### config.mk
export PLATFORM = sky130hd
export DESIGN_NAME = uart2_rx
export DESIGN_NICKNAME = d
export VERILOG_FILES = /design/src/rtl/uart2_pkg.sv /design/src/rtl/uart2_sync2.sv /design/src/rtl/uart2_rx.sv
export SDC_FILE = /design/constraint.sdc
export NUM_CORES = 1
export LEC_CHECK = 0
export ABC_AREA = 1
export CAP_MARGIN = 20
export CORE_MARGIN = 5
export CORE_UTILIZATION = 55
export CTS_CLUSTER_SIZE = 8
export DETAILED_ROUTE_END_ITERATION = 8
export DONT_BUFFER_PORTS = 1
export GPL_TIMING_DRIVEN = 1
export PLACE_DENSITY = 0.84
export SYNTH_ARGS = -nofsm -noshare
export SYNTH_HDL_FRONTEND = slang
export SYNTH_HIERARCHICAL = 1
export SYNTH_SLANG_ARGS = --single-unit
### constraint.sdc
create_clock -name clk_sis -period 1.4 [get_ports clk_sis]
set_clock_uncertainty 0.05 [all_clocks]
set_input_delay 0.35 -clock clk_sis [delete_from_list [all_inputs] [get_ports clk_sis]]
set_output_delay 0.35 -clock clk_sis [all_outputs]
set_load 0.02 [all_outputs]
### src/rtl/uart2_pkg.sv
// Shared UART2 definitions used by both the transmitter and the receiver.
package uart2_pkg;

  localparam int UART2_DATA_BITS = 8;

  typedef enum logic [2:0] {
    IDLE,
    START,
    DATA,
    STOP,
    BREAK
  } uart2_state_e;

endpackage

### src/rtl/uart2_sync2.sv
// Two-flop synchronizer for an asynchronous single-bit input, with a
// selectable reset value so an idle-high line does not look like a start bit.
module uart2_sync2 #(
  parameter logic RST_VAL = 1'b1
) (
  input  logic clk,
  input  logic rst,
  input  logic d,
  output logic q
);

  logic meta;

  always_ff @(posedge clk or posedge rst) begin
    if (rst) begin
      meta <= RST_VAL;
      q    <= RST_VAL;
    end else begin
      meta <= d;
      q    <= meta;
    end
  end

endmodule

### src/rtl/uart2_rx.sv
// 8N1 serial receiver for the UART2 link, timed off the system clock.
// Bytes land in a one-entry register with valid/read handshake.
module uart2_rx
  import uart2_pkg::*;
#(
  parameter int CLKS_PER_BIT = 16
) (
  input  logic                       clk_sis,
  input  logic                       rst,
  input  logic                       rx2,
  input  logic                       data_rd,
  output logic [UART2_DATA_BITS-1:0] data_out,
  output logic                       data_valid,
  output logic                       frame_err,
  output logic                       overrun,
  output logic                       busy
);

  localparam int HALF = CLKS_PER_BIT / 2;
  localparam int CW   = $clog2(CLKS_PER_BIT);
  localparam int IW   = $clog2(UART2_DATA_BITS);

  localparam logic [CW-1:0] CNT_MID  = CW'(HALF - 1);
  localparam logic [CW-1:0] CNT_LAST = CW'(CLKS_PER_BIT - 1);
  localparam logic [IW-1:0] IDX_LAST = IW'(UART2_DATA_BITS - 1);

  uart2_state_e state, state_nxt;

  logic                       rx_s;
  logic [CW-1:0]              clk_cnt;
  logic [IW-1:0]              bit_idx;
  logic [UART2_DATA_BITS-1:0] shift;

  logic bit_tick;
  logic idx_clr;
  logic load;
  logic ferr;

  uart2_sync2 #(.RST_VAL(1'b1)) u_sync (
    .clk (clk_sis),
    .rst (rst),
    .d   (rx2),
    .q   (rx_s)
  );

  always_ff @(posedge clk_sis or posedge rst) begin
    if (rst) state <= IDLE;
    else     state <= state_nxt;
  end

  always_comb begin
    state_nxt = state;
    bit_tick  = 1'b0;
    idx_clr   = 1'b0;
    load      = 1'b0;
    ferr      = 1'b0;
    case (state)
      IDLE:  if (!rx_s) state_nxt = IDLE == IDLE ? START : IDLE;
      START: if (clk_cnt == CNT_MID) begin
        // A start bit that is high again at its midpoint was only a glitch.
        if (!rx_s) begin
          state_nxt = DATA;
          idx_clr   = 1'b1;
        end else begin
          state_nxt = IDLE;
        end
      end
      DATA: if (clk_cnt == CNT_LAST) begin
        bit_tick = 1'b1;
        if (bit_idx == IDX_LAST) state_nxt = STOP;
      end
      STOP: if (clk_cnt == CNT_LAST) begin
        if (rx_s) begin
          load      = 1'b1;
          state_nxt = IDLE;
        end else begin
          ferr      = 1'b1;
          state_nxt = BREAK;
        end
      end
      // Wait out a held-low line so it cannot retrigger reception.
      BREAK: if (rx_s) state_nxt = IDLE;
      default: state_nxt = IDLE;
    endcase
  end

  // Counter restarts on every state change and wraps once per bit in DATA.
  always_ff @(posedge clk_sis or posedge rst) begin
    if (rst)                                       clk_cnt <= '0;
    else if (state_nxt != state || clk_cnt == CNT_LAST) clk_cnt <= '0;
    else                                           clk_cnt <= clk_cnt + CW'(1);
  end

  always_ff @(posedge clk_sis or posedge rst) begin
    if (rst) begin
      bit_idx <= '0;
      shift   <= '0;
    end else if (idx_clr) begin
      bit_idx <= '0;
    end else if (bit_tick) begin
      shift[bit_idx] <= rx_s;
      bit_idx        <= bit_idx + IW'(1);
    end
  end

  // A load in the same cycle as a read wins and is not an overrun.
  always_ff @(posedge clk_sis or posedge rst) begin
    if (rst) begin
      data_out   <= '0;
      data_valid <= 1'b0;
      frame_err  <= 1'b0;
      overrun    <= 1'b0;
    end else begin
      frame_err <= ferr;
      overrun   <= load && data_valid && !data_rd;
      if (load) begin
        data_out   <= shift;
        data_valid <= 1'b1;
      end else if (data_rd) begin
        data_valid <= 1'b0;
      end
    end
  end

  assign busy = (state != IDLE);

endmodule

==> results.md, run 1 <==
- Status: finished with violations
- Failing checks: setup timing
- Routed WL: 3.36 mm
- Worst endpoint required time: between 1.5 and 2 ns
- Boundary pin count: 16
- Initial antenna violation count: 0
- Largest stage delay on the critical path: between 0.4 and 0.5 ns
- Storage cell area: 778 µm²
- Critical path's slowest cell: dfrtp_1
- Placeable Area: 2450 µm²
- Clock H-tree levels: 2
- Met3 global-route usage: 0.0638
- Starting DRC count in detailed routing: 60
- Sw frac: 0.383
- Final Hold Vio Count: 0
- RSZ-0062 raised after global routing: yes
- CP arrival: 1.83 ns
- Sequential share of power: 0.429
- Comb power frac: 0.353
- Crit Path Class: reg2reg
- Critical path endpoint: shift[2]
- Pint: between 1.5 and 2 mW
- Die W: 60.3 µm
- Clock share of power: 0.218
- Mux cell area share after synthesis: 0.0458
- Tot Pwr: 2.47 mW
- R2r endpoint: shift[2]
- Complex-gate fraction of the synthesized area: 0.0664
- Nets: 180
- GR peak layer: met2
- Simple-Gate Fraction of Synth Area: 0.224
- Main combinational cell family by area after synthesis: simple AND/OR/NAND/NOR gates
- Area of the multi-input gates: between 600 and 700 µm²
- Worst R2R Path Depth: 7
- FF-to-FF Start: state[0]
- Clock slew at reported path FFs: approximately 0.11 ns
- Routed len/inst: roughly 16 µm
- Post-synth EDFFs: 0
- Final period util: 1.16
- Family with the most delay on the worst path: flip-flops
- Synth Area in XOR/XNOR: 0.0126
- Grt ovf: 0
- Final number of setup-violating endpoints: 23
- Slew Viols, Final: 0
- Die footprint: between 3000 and 4000 µm²
- Final ANT Viol Nets: 0
- First-pass GRT wire length: ~4.8 mm
- Cell area power density: around 1400 nW/µm²
- Max Clk Rate: between 0.6 and 0.7 GHz
- Worst vdd ir: approximately 1.2 mV
- Row count: 18
- GRT met2 Usage: 0.276
- Global Route met1 Usage: 0.221
- Starting Density: 0.568
- Post-Syn Nets: around 150
- Register-to-Register Setup Slack: -0.22 ns
- Critical Path Source: state[0]
- Pin count of the biggest net entering global routing: 30
- Startpoint types: flop
- Leakage: roughly 0.87 nW
- Synth cell types: 24
- CTS Sinks: 31
- Synth Area in Adders: 0.0269
- Max clock buf depth: 2
- Fin crit period: roughly 1.6 ns
- CTS tree: yes
- Inserted Clock Buffers: 5
- Clock Root Buffer: clkbuf_4
- Dpl ws: -0.0607 ns
- Post-synthesis cell count: between 100 and 150
- Hold Slack: ~0.32 ns
- Rel. slew slack: 0.756
- Placer Congestion: around 0.9
- Final non-filler cell total: between 200 and 250
- Most frequent cells in the layout: dfrtp_1 (29), nand2_1 (18), buf_4 (16), inv_1 (15), nor2_2 (8)
- Filler instances: 151
- Net switching power: between 0.9 and 1 mW
- Core Util, Final: 0.737
- Later-pin clock latency in the skew report: 0.35 ns
- Synth Cell Area: 1390 µm²
- Commonest non-fill, non-tap cell in the layout: dfrtp_1
- Crit-path cells: inv_2 > buf_4 > nand3_2 > nor2_4 > buf_6 > nand3_1 > o21ai_0
- Bufs and invs on worst path: 3
- DR vias: ~1100
- Seq/Total Area, Yosys: 0.558
- CP max FO: 5
- Drt pass-1 iters: 4
- Share of cells above drive strength 1: 0.431
- Main synth FF type: dfrtp_1
- Syn Area/Cell: a little under 10 µm²
- Die Y: 60.3 µm
- N_diodes: 0
- Vias in the first global route: around 1100
- Fraction of registers with async set/reset: 1.00
- Via/cell ratio: approximately 5.5
- Max Cap Viol: 0
- GRT Util Overall: 0.183
- Critical path depth in cells: 7
- Setup slack after layout: -0.218 ns
- Port bufs: 0
- Ys Warns: 6
- DRC: 0
- #FFs+latches synth: 31
- Critical Path Sink Type: flop
- Hold WC Path Type: reg2reg
- Worst Tran Pin Value: approximately 0.37 ns
- Area Overhead vs Synth: 29.8%
- HPWL after DPL: between 1.5 and 2 mm
- Dpl cells: between 150 and 200
-- cell families (layout without fill, tap and decap cells) --
group / after synthesis / count (layout)
buf+inv: 22 / 51
compound gates: 18 / 18
flops: 31 / 31
mux: 5 / 5
fa+ha+maj: 3 / 3
xor+xnor: 2 / 2
simple gates: 64 / 64
-- state kept, by name, indices dropped and copies added (netlist names) --
| name | cells |
|---|---|
| data_out | 8 |
| shift | 8 |
| frame_err | 1 |
| overrun | 1 |
| state | 3 |
| clk_cnt | 4 |
| u_sync/meta | 1 |
| data_valid | 1 |
| bit_idx | 3 |
| u_sync/q | 1 |
-- stage by stage --
stage | setup TNS [ns] | instance area (µm²)
global placement | 0 | 1510
detailed placement | -0.476 | 1510
floorplan | -0.0918 | 1400
global route | -4.16 | 1810
finish | -2.69 | 1810
CTS | -0.620 | 1690
-- per-layer routing --
| layer | vias to the layer above | share of wire |
|---|---|---|
| met3 | 13 | 0.073 |
| li1 | 520 | - |
| met1 | 538 | 0.41 |
| met5 | - | 0 |
| met4 | 0 | 0.031 |
| met2 | 41 | 0.48 |
-- power by group through the flow --
stage	sequential, mW	combinational, mW	clock (mW)
final	1.06	0.873	0.538
after global routing	1.07	0.952	0.581
after CTS	1.05	0.642	0.536
after detailed placement	1.05	0.483	0
after global placement	1.04	0.468	0
after floorplan	1.03	0.357	0
-- synth_stat cells, types with 3 or more instances --
cell     number  area [µm²]
dfrtp_1      29         726
inv_1        19        71.3
ha_1          3        37.5
nor2_1       16        60.1
nor2_4        4        45.0
a21oi_1       4        20.0
nand2_1      26        97.6
nand3_1       9        45.0
mux2_2        3        33.8
nand3_2       3        30.0
o21ai_0      11        55.1
-- worst register-to-register path, delay by kind of cell (launching register included) --
family                 cells  cell delay (ns)
buffers and inverters      3             0.41
AND/OR/NAND/NOR            3             0.41
AO/OA/AOI/OAI              1             0.25
flip-flops                 1             0.42
-- final cells by class --
class	instances	share of cell area
well taps	30	0.0207
inverters	20	0.0429
repair buffers	23	0.107
flip-flops and latches	31	0.430
clock buffers	5	0.0207
clock inverters	3	0.0111
multi-input cells	92	0.367
-- worst min-delay path by stage --
stage	from	to	slack [ns]	cells after the start
2_1_floorplan	rst	u_sync/meta	0.21	1
3_3_place_gp	rst	u_sync/meta	0.22	1
3_5_place_dp	rst	u_sync/meta	0.23	1
4_1_cts	data_rd	data_valid	0.03	1
5_1_grt	u_sync/meta	u_sync/q	0.32	0
6_report	u_sync/meta	u_sync/q	0.32	0
-- repair_timing --
item | in CTS | in global routing
hold buffers | 3 | 1
buffers inserted | 5 | 2
setup endpoints to repair | 22 | 25
gates resized for setup | 16 | 29
endpoints found under the hold margin | 33 | 1
pin swaps | 4 | 7
Power figures use the tool's default switching activity.
==> run 2: changes to the inputs <==
- CTS_BUF_LIST: not set -> sky130_fd_sc_hd__clkbuf_16
- SKIP_CTS_REPAIR_TIMING: not set -> 1
==> results.md, run 2 (synthesis results as in run 1) <==
- Vias in the first global route: 1050 (-4.2%)
- Final ANT Viol Nets: 0 (unchanged)
- Placer Congestion: 0.874 (unchanged)
- DRC: 0 (unchanged)
- HPWL after DPL: 1.82 mm (unchanged)
- Rel. slew slack: 0.761 (+0.00465)
- Setup slack after layout: -0.0919 ns (+0.126 ns)
- Max Clk Rate: 0.670 GHz (+8.5%)
- CP max FO: 6 (+1)
- GRT Util Overall: 0.178 (-0.00469)
- Hold Slack: -0.0241 ns (-0.339 ns)
- Routed len/inst: 14.0 µm (-15%)
- Pin count of the biggest net entering global routing: 30 (unchanged)
- Area of the multi-input gates: 619 µm² (-6.8%)
- Clock slew at reported path FFs: 0.06 ns (-0.05 ns)
- Routed WL: 2.74 mm (-18%)
- Leakage: 0.851 nW (-1.8%)
- RSZ-0062 raised after global routing: yes
- Hold WC Path Type: in2async
- Port bufs: 0 (unchanged)
- Slew Viols, Final: 0 (unchanged)
- CTS Sinks: 31 (unchanged)
- Crit Path Class: reg2reg
- Critical Path Sink Type: flop
- Area Overhead vs Synth: 26.8%
- Final number of setup-violating endpoints: 22 (-4.3%)
- Inserted Clock Buffers: 5 (unchanged)
- Biggest regs: data_out: 8 flops, shift: 8 flops, clk_cnt: 4 flops
- Register-to-Register Setup Slack: -0.09 ns (+0.13 ns)
- CP arrival: 1.60 ns (-0.23 ns)
- Starting DRC count in detailed routing: 38 (-37%)
- Share of cells above drive strength 1: 0.364 (-0.0674)
- Clock Root Buffer: clkbuf_16
- N_diodes: 0 (unchanged)
- Worst vdd ir: 1.55 mV (+28%)
- Cell area power density: 1570 nW/µm² (+15%)
- Commonest non-fill, non-tap cell in the layout: dfrtp_1
- Filler instances: 161 (+6.6%)
- Nets: 171 (-5.0%)
- Final Hold Vio Count: 29 (+29)
- Die W: 60.3 µm (unchanged)
- DP Area: 1510 µm² (unchanged)
- Final period util: 1.07 (-0.0901)
- Grt ovf: 0 (unchanged)
- Most frequent cells in the layout: dfrtp_1 (29), nand2_1 (23), inv_1 (15), buf_4 (12), o21ai_0 (10)
- Fin crit period: 1.49 ns (-0.126 ns)
- Storage cell area: 778 µm² (unchanged)
- Core Util, Final: 0.720 (-0.0173)
- Drt pass-1 iters: 4 (unchanged)
- Via/cell ratio: 5.33 (-2.3%)
- Initial antenna violation count: 0 (unchanged)
- First-pass GRT wire length: 4.69 mm (-2.7%)
- Final instance area: 1770 µm² (-2.4%)
- Status: finished with violations
- Worst Tran Pin Value: 0.359 ns (-0.00697 ns)
- Clock H-tree levels: 2 (unchanged)
- Placeable Area: 2450 µm² (unchanged)
- DR vias: 1039 (-6.6%)
- Max Cap Viol: 0 (unchanged)
- Boundary pin count: 16 (unchanged)
- Later-pin clock latency in the skew report: 0.28 ns (-0.07 ns)
- Row count: 18 (unchanged)
- CTS tree: yes
- Die footprint: 3640 µm² (unchanged)
- Worst endpoint required time: 1.51 ns (-0.10 ns)
- Failing checks: hold timing, setup timing
- Startpoint types: flop
- Starting Density: 0.568 (unchanged)
- Max clock buf depth: 2 (unchanged)
- Die Y: 60.3 µm (unchanged)
==> run 2: cell types whose count changed in the layout (fill, tap and decap cells not counted), moves of 4 or more <==
cell and change:
nand2_1 +5, clkbuf_4 -5, clkbuf_16 +5, nand2_2 -4, buf_4 -4
==> run 2: through the flow <==
| stage | setup TNS (ns) | setup slack, ns | power (mW) | hold slack (ns) | instances |
|---|---|---|---|---|---|
| floorplan | -0.0918 | -0.0458 | 1.39 | 0.212 | 145 |
| global placement | 0 | 0.00697 | 1.51 | 0.220 | 185 |
| detailed placement | -0.476 | -0.0607 | 1.53 | 0.227 | 185 |
| global route | -3.10 | -0.200 | 2.92 | 0.00534 | 195 |
| finish | -1.02 | -0.0919 | 2.77 | -0.0241 | 195 |
| CTS | -1.00 | -0.140 | 2.58 | -0.0699 | 193 |
==> run 2: layer usage <==
| metal | vias to the layer above | GRT usage | routed length [µm] |
|---|---|---|---|
| met1 | 505 | 0.214 | 1190 |
| met5 | - | 0 | 0 |
| met4 | 0 | 0.0918 | 74 |
| met3 | 9 | 0.0681 | 155 |
| met2 | 21 | 0.279 | 1320 |
| li1 | 504 | - | - |
==> run 2: area by class of cell <==
class	instances	share of cell area
flip-flops and latches	31	0.441
multi-input cells	92	0.351
clock buffers	5	0.0708
repair buffers	14	0.0630
inverters	20	0.0425
well taps	30	0.0212
clock inverters	3	0.0113
==> run 2: critical path, stage by stage (launching register included) <==
cell	delay, ns
dfrtp_1	0.40
ha_4	0.19
nand2_4	0.10
nor2_4	0.05
buf_4	0.13
nand3_4	0.10
mux2_2	0.36
==> run 2: final timing paths <==
path	from	end	cells past startpoint
min in group clk_sis	rx2	u_sync/meta	0
hold / removal	rst	data_out[1]	2
setup reg to reg	clk_cnt[1]	data_out[6]	6
max in group asynchronous	rst	u_sync/q	2
setup / recovery	clk_cnt[1]	data_out[6]	6
hold reg to reg	u_sync/meta	u_sync/q	0
==> run 2: power breakdown <==
part           internal, mW  switching, mW
combinational         0.265          0.403
sequential            0.971         0.0891
clock                 0.653          0.389
